===== src/rtl/int_pending_ctrl.sv =====
// -----------------------------------------------------------------------------
// int_pending_ctrl
//
// Interrupt source controller for the core's interrupt unit. It produces the
// 12-bit pending vector (mip bit layout), synchronizes the two asynchronous
// external interrupt lines, runs the 64-bit machine timer (mtime/mtimecmp)
// behind a prescaler, and holds the software-settable pending bits. All state
// is reachable through a small register port with single-cycle writes and
// one-cycle-latency reads.
//
// Parameters:
//   TICK_DIV      core clocks per mtime increment, legal range 1..65535
//
// Ports:
//   i_clk         core clock
//   i_rst_n       asynchronous active-low reset
//   i_meip_async  machine external interrupt line (async, level)
//   i_seip_async  supervisor external interrupt line (async, level)
//   i_wr_en       register write strobe
//   i_rd_en       register read strobe
//   i_addr        register index (0/1 mtime lo/hi, 2/3 mtimecmp lo/hi, 4 swip)
//   i_wdata       write data
//   o_rdata       read data, valid while o_rd_valid is high
//   o_rd_valid    read response, one cycle after i_rd_en
//   o_intp        registered pending vector
//   o_mtime       current mtime register value
// -----------------------------------------------------------------------------
module int_pending_ctrl #(
    parameter int unsigned TICK_DIV = 1
) (
    input  logic        i_clk,
    input  logic        i_rst_n,
    input  logic        i_meip_async,
    input  logic        i_seip_async,
    input  logic        i_wr_en,
    input  logic        i_rd_en,
    input  logic [2:0]  i_addr,
    input  logic [31:0] i_wdata,
    output logic [31:0] o_rdata,
    output logic        o_rd_valid,
    output logic [11:0] o_intp,
    output logic [63:0] o_mtime
);

    localparam logic [15:0] PRE_LAST  = 16'(TICK_DIV - 1);
    // Writable swip bits: SEIP_sw(9), STIP(5), MSIP(3), SSIP(1).
    localparam logic [31:0] SWIP_MASK = 32'h0000_022A;

    logic        meip_meta;
    logic        meip_s;
    logic        seip_meta;
    logic        seip_s;
    logic [15:0] pre;
    logic        tick;
    logic [63:0] mtime;
    logic [63:0] mtimecmp;
    logic [31:0] swip;
    logic        mtip;
    logic        wr_mtime_lo;
    logic        wr_mtime_hi;
    logic [31:0] rd_mux;

    assign tick        = (pre == PRE_LAST);
    assign wr_mtime_lo = i_wr_en && (i_addr == 3'd0);
    assign wr_mtime_hi = i_wr_en && (i_addr == 3'd1);
    assign o_mtime     = mtime;

    // Two-flop synchronizers; plain level following, no edge capture.
    always_ff @(posedge i_clk or negedge i_rst_n) begin
        if (!i_rst_n) begin
            meip_meta <= 1'b0;
            meip_s    <= 1'b0;
            seip_meta <= 1'b0;
            seip_s    <= 1'b0;
        end else begin
            meip_meta <= i_meip_async;
            meip_s    <= meip_meta;
            seip_meta <= i_seip_async;
            seip_s    <= seip_meta;
        end
    end

    // Prescaler and mtime. A software write to either mtime half wins over
    // the tick for the whole counter (no increment, no carry into the other
    // half) and restarts the prescaler so the next tick is a full period away.
    always_ff @(posedge i_clk or negedge i_rst_n) begin
        if (!i_rst_n) begin
            pre   <= '0;
            mtime <= '0;
        end else begin
            if (wr_mtime_lo || wr_mtime_hi) begin
                pre <= '0;
                if (wr_mtime_lo) mtime[31:0]  <= i_wdata;
                if (wr_mtime_hi) mtime[63:32] <= i_wdata;
            end else if (tick) begin
                pre   <= '0;
                mtime <= mtime + 64'd1;
            end else begin
                pre <= pre + 16'd1;
            end
        end
    end

    // mtimecmp and software pending bits. mtimecmp resets to all ones so
    // the timer interrupt stays quiet until software programs it.
    always_ff @(posedge i_clk or negedge i_rst_n) begin
        if (!i_rst_n) begin
            mtimecmp <= '1;
            swip     <= '0;
        end else if (i_wr_en) begin
            case (i_addr)
                3'd2:    mtimecmp[31:0]  <= i_wdata;
                3'd3:    mtimecmp[63:32] <= i_wdata;
                3'd4:    swip            <= i_wdata & SWIP_MASK;
                default: ;
            endcase
        end
    end

    // mtip compares the register values, i.e. the results of the previous
    // cycle's updates; o_intp adds one more register stage on top.
    always_ff @(posedge i_clk or negedge i_rst_n) begin
        if (!i_rst_n) begin
            mtip   <= 1'b0;
            o_intp <= '0;
        end else begin
            mtip   <= (mtime >= mtimecmp);
            o_intp <= {meip_s, 1'b0, seip_s | swip[9], 1'b0,
                       mtip,   1'b0, swip[5],          1'b0,
                       swip[3], 1'b0, swip[1],         1'b0};
        end
    end

    // Read mux sees the pre-write register values, so a same-cycle
    // read/write of one address returns the old contents.
    always_comb begin
        rd_mux = '0;
        case (i_addr)
            3'd0:    rd_mux = mtime[31:0];
            3'd1:    rd_mux = mtime[63:32];
            3'd2:    rd_mux = mtimecmp[31:0];
            3'd3:    rd_mux = mtimecmp[63:32];
            3'd4:    rd_mux = swip;
            default: rd_mux = '0;
        endcase
    end

    // Read response register: one pulse per cycle of i_rd_en, data held
    // between reads.
    always_ff @(posedge i_clk or negedge i_rst_n) begin
        if (!i_rst_n) begin
            o_rdata    <= '0;
            o_rd_valid <= 1'b0;
        end else begin
            o_rd_valid <= i_rd_en;
            if (i_rd_en) o_rdata <= rd_mux;
        end
    end

endmodule


===== config.mk =====
export PLATFORM = sky130hd
export DESIGN_NAME = int_pending_ctrl
export DESIGN_NICKNAME = d
export VERILOG_FILES = /design/src/rtl/int_pending_ctrl.sv
export SDC_FILE = /design/constraint.sdc
export NUM_CORES = 1
export LEC_CHECK = 0
export CAP_MARGIN = 10
export CORE_ASPECT_RATIO = 1.4
export CORE_UTILIZATION = 35
export CTS_CLUSTER_DIAMETER = 80
export CTS_CLUSTER_SIZE = 14
export DETAILED_ROUTE_END_ITERATION = 8
export GPL_ROUTABILITY_DRIVEN = 0
export GPL_TIMING_DRIVEN = 0
export PLACE_DENSITY = 0.66
export SLEW_MARGIN = 20
export SYNTH_ARGS = -nofsm -noshare
export SYNTH_HDL_FRONTEND = slang
export SYNTH_SLANG_ARGS = --single-unit

===== constraint.sdc =====
create_clock -name i_clk -period 3.1 [get_ports i_clk]
set_input_delay 0.62 -clock i_clk [delete_from_list [all_inputs] [get_ports i_clk]]
set_output_delay 0.62 -clock i_clk [all_outputs]
set_load 0.01 [all_outputs]

; After elaboration in Yosys (flattened, before gate mapping)
; Index checks and enable logic that the tools add are counted.
[totals]
register_bits = 192
in_bits = 41
out_inout_bits = 109
word_cells = 42
[classes]
n_addsub = 2
order_cmp = 1
n_eq_ne = 6
n_mux = 7
bitwise = 1
n_reduce_logical = 11
[ops]
columns = op, n
row1 = $pmux 32 s5, 1
row2 = $mux 64, 2
row3 = $add 64x1->64 const B, 1
row4 = $ge 64x64->1, 1
row5 = $mux 32, 2
row6 = $mux 16, 2
row7 = $add 16x1->16 const B, 1
row8 = $logic_not 16->1, 1
row9 = $reduce_and 2->1, 5
row10 = $eq 3x2->1 const B, 2
row11 = $ne 2x2->1 const B, 2
row12 = $eq 3x1->1 const B, 1
row13 = $eq 3x3->1 const B, 1
row14 = $logic_not 3->1, 1
row15 = $logic_and 1x1->1, 2
row16 = $reduce_bool 2->1, 1
row17 = $logic_or 1x1->1, 1
row18 = $or 1x1->1, 1

; Logic depth before layout (Yosys ltp)
[logic_depth]
depth_word = 5
mapped_depth = 10
ltp_nobuf = 8

; Worst setup path after synthesis
; No wires, ideal clock.
[synth_path]
path_kind = in2reg
start = input i_addr[1]
end = register mtime[35] (netlist: o_mtime[35])
setup_time_ns = 0.137
t_arrival_ns = 2.321
required_time_ns = 2.963
path_slack_ns = 0.642
cell_stages = 9
n_path_buf = 4
path_cell_list = clkbuf_1 nand2b_1 or2_2 clkbuf_1 a21oi_1 clkbuf_1 clkbuf_1 nor2_1 a2bb2oi_1
[synth_between]
elab_chain_len = 5
elab_cells_between_ends = 9
classes_between = eq/ne (2) / mux (1) / reduce/logical (6)
[synth_lines]
columns = element, line_no
row1 = "start, declared", 37  ; input logic [2:0] i_addr,
row2 = $eq 3x1->1 / $logic_not 3->1 (equally long branches), "65, 64"
row3 = "$logic_and 1x1->1, on equally long branches", "65, 64"
row4 = $logic_or 1x1->1, 91  ; if (wr_mtime_lo || wr_mtime_hi) begin
row5 = $ne 2x2->1 (no source line) / $reduce_bool 2->1 (equally long branches), n/a
row6 = $reduce_and 2->1 (no source line), n/a
row7 = "end signal, assigned", 94  ; if (wr_mtime_hi) mtime[63:32] <= i_wdata;
row8 = "end signal, assigned", 97  ; mtime <= mtime + 64'd1;
row9 = "end, declared", 55  ; logic [63:0] mtime;
; Parallel ways exist; a longest one is shown, timed or not.
; A chain may end at the register's enable or synchronous reset.

; Worst setup path after layout
[layout_path]
start = register mtimecmp[46]
end = register mtip
[layout_between]
elab_chain_len = 1
[layout_lines]
columns = element, line_no
row1 = "start, declared", 56  ; logic [63:0] mtimecmp;
row2 = "start signal, assigned", 113  ; 3'd3: mtimecmp[63:32] <= i_wdata;
row3 = $ge 64x64->1, 127  ; mtip <= (mtime >= mtimecmp);
row4 = "end signal, assigned", 127
row5 = "end, declared", 58  ; logic mtip;
; Every way passes these cells.

==> metrics.json <==
{
  "final_common_cell": {"value": "clkdlybuf4s50_1"},
  "hold_class": {"value": "reg2reg"},
  "setup-tns-final": {"value": -0.0339, "unit": "ns"},
  "place_hpwl": {"value": 32700, "unit": "um"},
  "grt_max_degree": {"value": 95},
  "cts_buffers": {"value": 17},
  "required": {"value": 3.48, "unit": "ns"},
  "fin_worst_skew": {"value": 0.0102, "unit": "ns"},
  "timing_max_transition_violations_final": {"value": 0},
  "synth_warn": {"value": 0},
  "port_buffers": {"value": 142},
  "synth_flop_cell": {"value": "dfrtp_1"},
  "worst_slack": {"value": -0.0339, "unit": "ns"},
  "distinct_cell_type_count_after_synthesis": {"value": 65},
  "place_area": {"value": 13500, "unit": "um2"},
  "antenna-diode-count": {"value": 0},
  "grt_util_all_layers": {"value": 27.5, "unit": "%"},
  "finish.net_count": {"value": 1536},
  "clock.fmax": {"value": 0.319, "unit": "GHz"},
  "edff_count_synth": {"value": 0},
  "globalRouteOverflowTotal": {"value": 0},
  "postRouteAntennaNets": {"value": 0},
  "total_clock_sinks": {"value": 192},
  "grt_pass1_wl": {"value": 68000, "unit": "um"},
  "cts-htree-levels": {"value": 4},
  "floorplan.rows": {"value": 77},
  "min_period_over_period": {"value": 101, "unit": "%"},
  "syn_area": {"value": 11400, "unit": "um2"},
  "vias": {"value": 11500},
  "layout.cells.most_common_list": {"value": "clkdlybuf4s50_1, dfrtp_1, nand2_1"},
  "postCtsSetupRepairBufs": {"value": 0},
  "ys_seq_area_share": {"value": 42.8, "unit": "%"},
  "cts_root_buffer": {"value": "clkbuf_16"},
  "worstSetupStartpointType": {"value": "flip-flop"},
  "worst_ir_drop_vdd": {"value": 418, "unit": "uV"},
  "coreArea": {"value": 31900, "unit": "um2"},
  "synth_top_area_share": {"value": 28.0, "unit": "%"},
  "utilization": {"value": 44.6, "unit": "%"},
  "via_count_of_the_first_global_routing_pass": {"value": 11500},
  "routed_via_density": {"value": 6.12},
  "setup_violation_total_in_the_final_timing_report": {"value": 1},
  "initial_antenna_violation_count": {"value": 0},
  "area.sequential": {"value": 4880, "unit": "um2"},
  "rsz0062_at_grt": {"value": "yes"},
  "tritoncts": {"value": "yes"},
  "synth.avg_cell_area": {"value": 9.07, "unit": "um2"},
  "cts.path.max_buffers": {"value": 2},
  "failed_checks": {"value": "setup timing"},
  "drt-pass1-iter-count": {"value": 6},
  "timing.final.crit_period": {"value": 3.13, "unit": "ns"},
  "routed_wirelength": {"value": 45000, "unit": "um"},
  "worst-setup-path-type": {"value": "reg2reg"},
  "outcome": {"value": "finished with violations"},
  "start_util": {"value": 35.8, "unit": "%"},
  "ys_seq_elements": {"value": 192},
  "drv.max_cap_violation_count": {"value": 0},
  "detail_route.wl_per_cell": {"value": 24.0, "unit": "um"},
  "ratio_of_cells_with_drive_above_1_in_the_final_layout": {"value": 12.3, "unit": "%"},
  "async_flop_share": {"value": 100, "unit": "%"},
  "floorplan.die_area": {"value": 33400, "unit": "um2"},
  "power-per-cell-area": {"value": 635, "unit": "nW/um2"},
  "timing.final.hold_violations": {"value": 0},
  "fillCellCount": {"value": 3108},
  "worst_slew_pin_slew": {"value": 1.08, "unit": "ns"},
  "synth.top_cells.by_area": {"value": "dfrtp_1, dfstp_2, ha_1"},
  "multi_input_area": {"value": 5900, "unit": "um2"},
  "library_cell_occupying_the_most_area_in_the_post_synthesis_netlist": {"value": "dfrtp_1"},
  "clk_pin_slew_worst_paths": {"value": 0.07, "unit": "ns"},
  "cells_after_synth": {"value": 1259},
  "fp.dieW": {"value": 155, "unit": "um"},
  "worst-endpoint-arrival": {"value": 3.51, "unit": "ns"},
  "clock_insertion_delay_at_the_later_pin_of_the_skew_report": {"value": 0.47, "unit": "ns"},
  "initialDrtViolationCount": {"value": 1519},
  "layout-area-overhead-vs-synth": {"value": 24.4, "unit": "%"},
  "die_y": {"value": 216, "unit": "um"},
  "stdcell_area": {"value": 14200, "unit": "um2"},
  "cellLeakagePower": {"value": 0.00578, "unit": "uW"},
  "timing.slew.headroom": {"value": 27.8, "unit": "%"},
  "io_pins": {"value": 150},
  "critical_path_peak_fanout": {"value": 3},
  "drt_drc_violations_left": {"value": 0},
  "pre_cts_slack": {"value": -1.12, "unit": "ns"},
  "r2r_setup_slack": {"value": -0.03, "unit": "ns"},
  "worst_setup_path_end_kind": {"value": "flip-flop"},
  "total_power": {"value": 9030, "unit": "uW"}
}
-- layout make-up --
type | instances | share of cell area [%]
buffer | 79 | 2.38
timing repair buffer | 146 | 10.5
clock buffer | 21 | 3.24
sequential | 192 | 34.4
tap | 434 | 3.82
clock inverter | 10 | 1.31
multi-input combinational | 885 | 41.5
inverter | 107 | 2.83
-- path summary, 6_finish.rpt --
| kind | cells past startpoint | endpoint | startpoint |
|---|---|---|---|
| worst max-delay path | 8 | mtip | mtimecmp[46] |
| worst min-delay path | 0 | o_intp[7] | mtip |
| worst max register to register | 8 | mtip | mtimecmp[46] |
| worst min register to register | 0 | o_intp[7] | mtip |
| max in group asynchronous | 4 | mtimecmp[63] | i_rst_n |
| min in group asynchronous | 2 | o_rdata[16] | i_rst_n |
-- layer usage --
metal	GRT usage, %	up-vias	share of wire [%]
li1	-	4961	-
met1	31.5	5526	36
met2	45.5	761	48
met3	5.96	218	9.2
met4	19.1	0	6.6
met5	0	-	0
-- synth_stat cells, types with 6 or more instances --
master and n:
and3_1 24, a22oi_1 11, dfstp_2 64, inv_1 107, a22o_1 28, nand3_1 44
dfrtp_1 128, nor4_1 13, a31oi_1 11, a21oi_1 90, buf_4 6, a2bb2oi_1 16
nand2_1 111, mux2_2 37, buf_1 10, o22ai_1 60, o21ai_0 88, and4_1 13
nor3_1 16, nor2_1 79, a221oi_1 30, clkbuf_1 63, nand4_1 40, o22a_1 11
ha_1 67, xor2_1 8
-- worst max-delay path: stages, from the launching register on --
cell	delay [ns]
dfstp_2	0.56
inv_1	0.05
ha_1	0.31
nand4_1	0.16
nor3_1	0.77
nand4_1	0.28
nor2_1	0.39
o21ai_0	0.31
nand4b_1	0.23
-- report_power, final --
group	internal [uW]	leakage, uW	switching, uW
Combinational	1300	0.00323	1470
Clock	1470	0.000305	1020
Sequential	3090	0.00224	689
Total	5850	0.00578	3170
-- logic make-up (layout without fill, tap and decap cells) --
logic type               after synthesis  count (layout)  share of synthesized area (%)
AND/OR/NAND/NOR                      373             373                           16.6
flip-flops                           192             192                           42.8
buffers and inverters                187             363                           6.35
multiplexers                          42              42                           4.13
other                                  1               6                         0.0328
XOR/XNOR                              12              12                          0.920
AO/OA/AOI/OAI                        385             385                           21.9
adder cells (fa/ha/maj)               67              67                           7.34
-- stage by stage --
step           std cells  hold WS [ns]
4_1_cts             1874         0.351
3_3_place_gp        1840         0.333
6_report            1874         0.351
5_1_grt             1874         0.356
2_1_floorplan       1264         0.324
3_5_place_dp        1843         0.336
-- flip-flops by register name (all words and copies together), names as in the netlist --
name / count
swip: 4
seip_s: 1
o_mtime: 64
o_intp: 6
o_rd_valid: 1
o_rdata: 32
mtip: 1
mtimecmp: 64
seip_meta: 1
pre: 16
meip_meta: 1
meip_s: 1
-- repair_timing --
item	CTS	global route
endpoints found under the hold margin	10	0
endpoints found under the setup margin	41	54
cloned	0	0
pin swaps	0	1
resized for setup	10	21
hold buffers	1	0
Note: power is estimated with default switching activity, not from simulation.
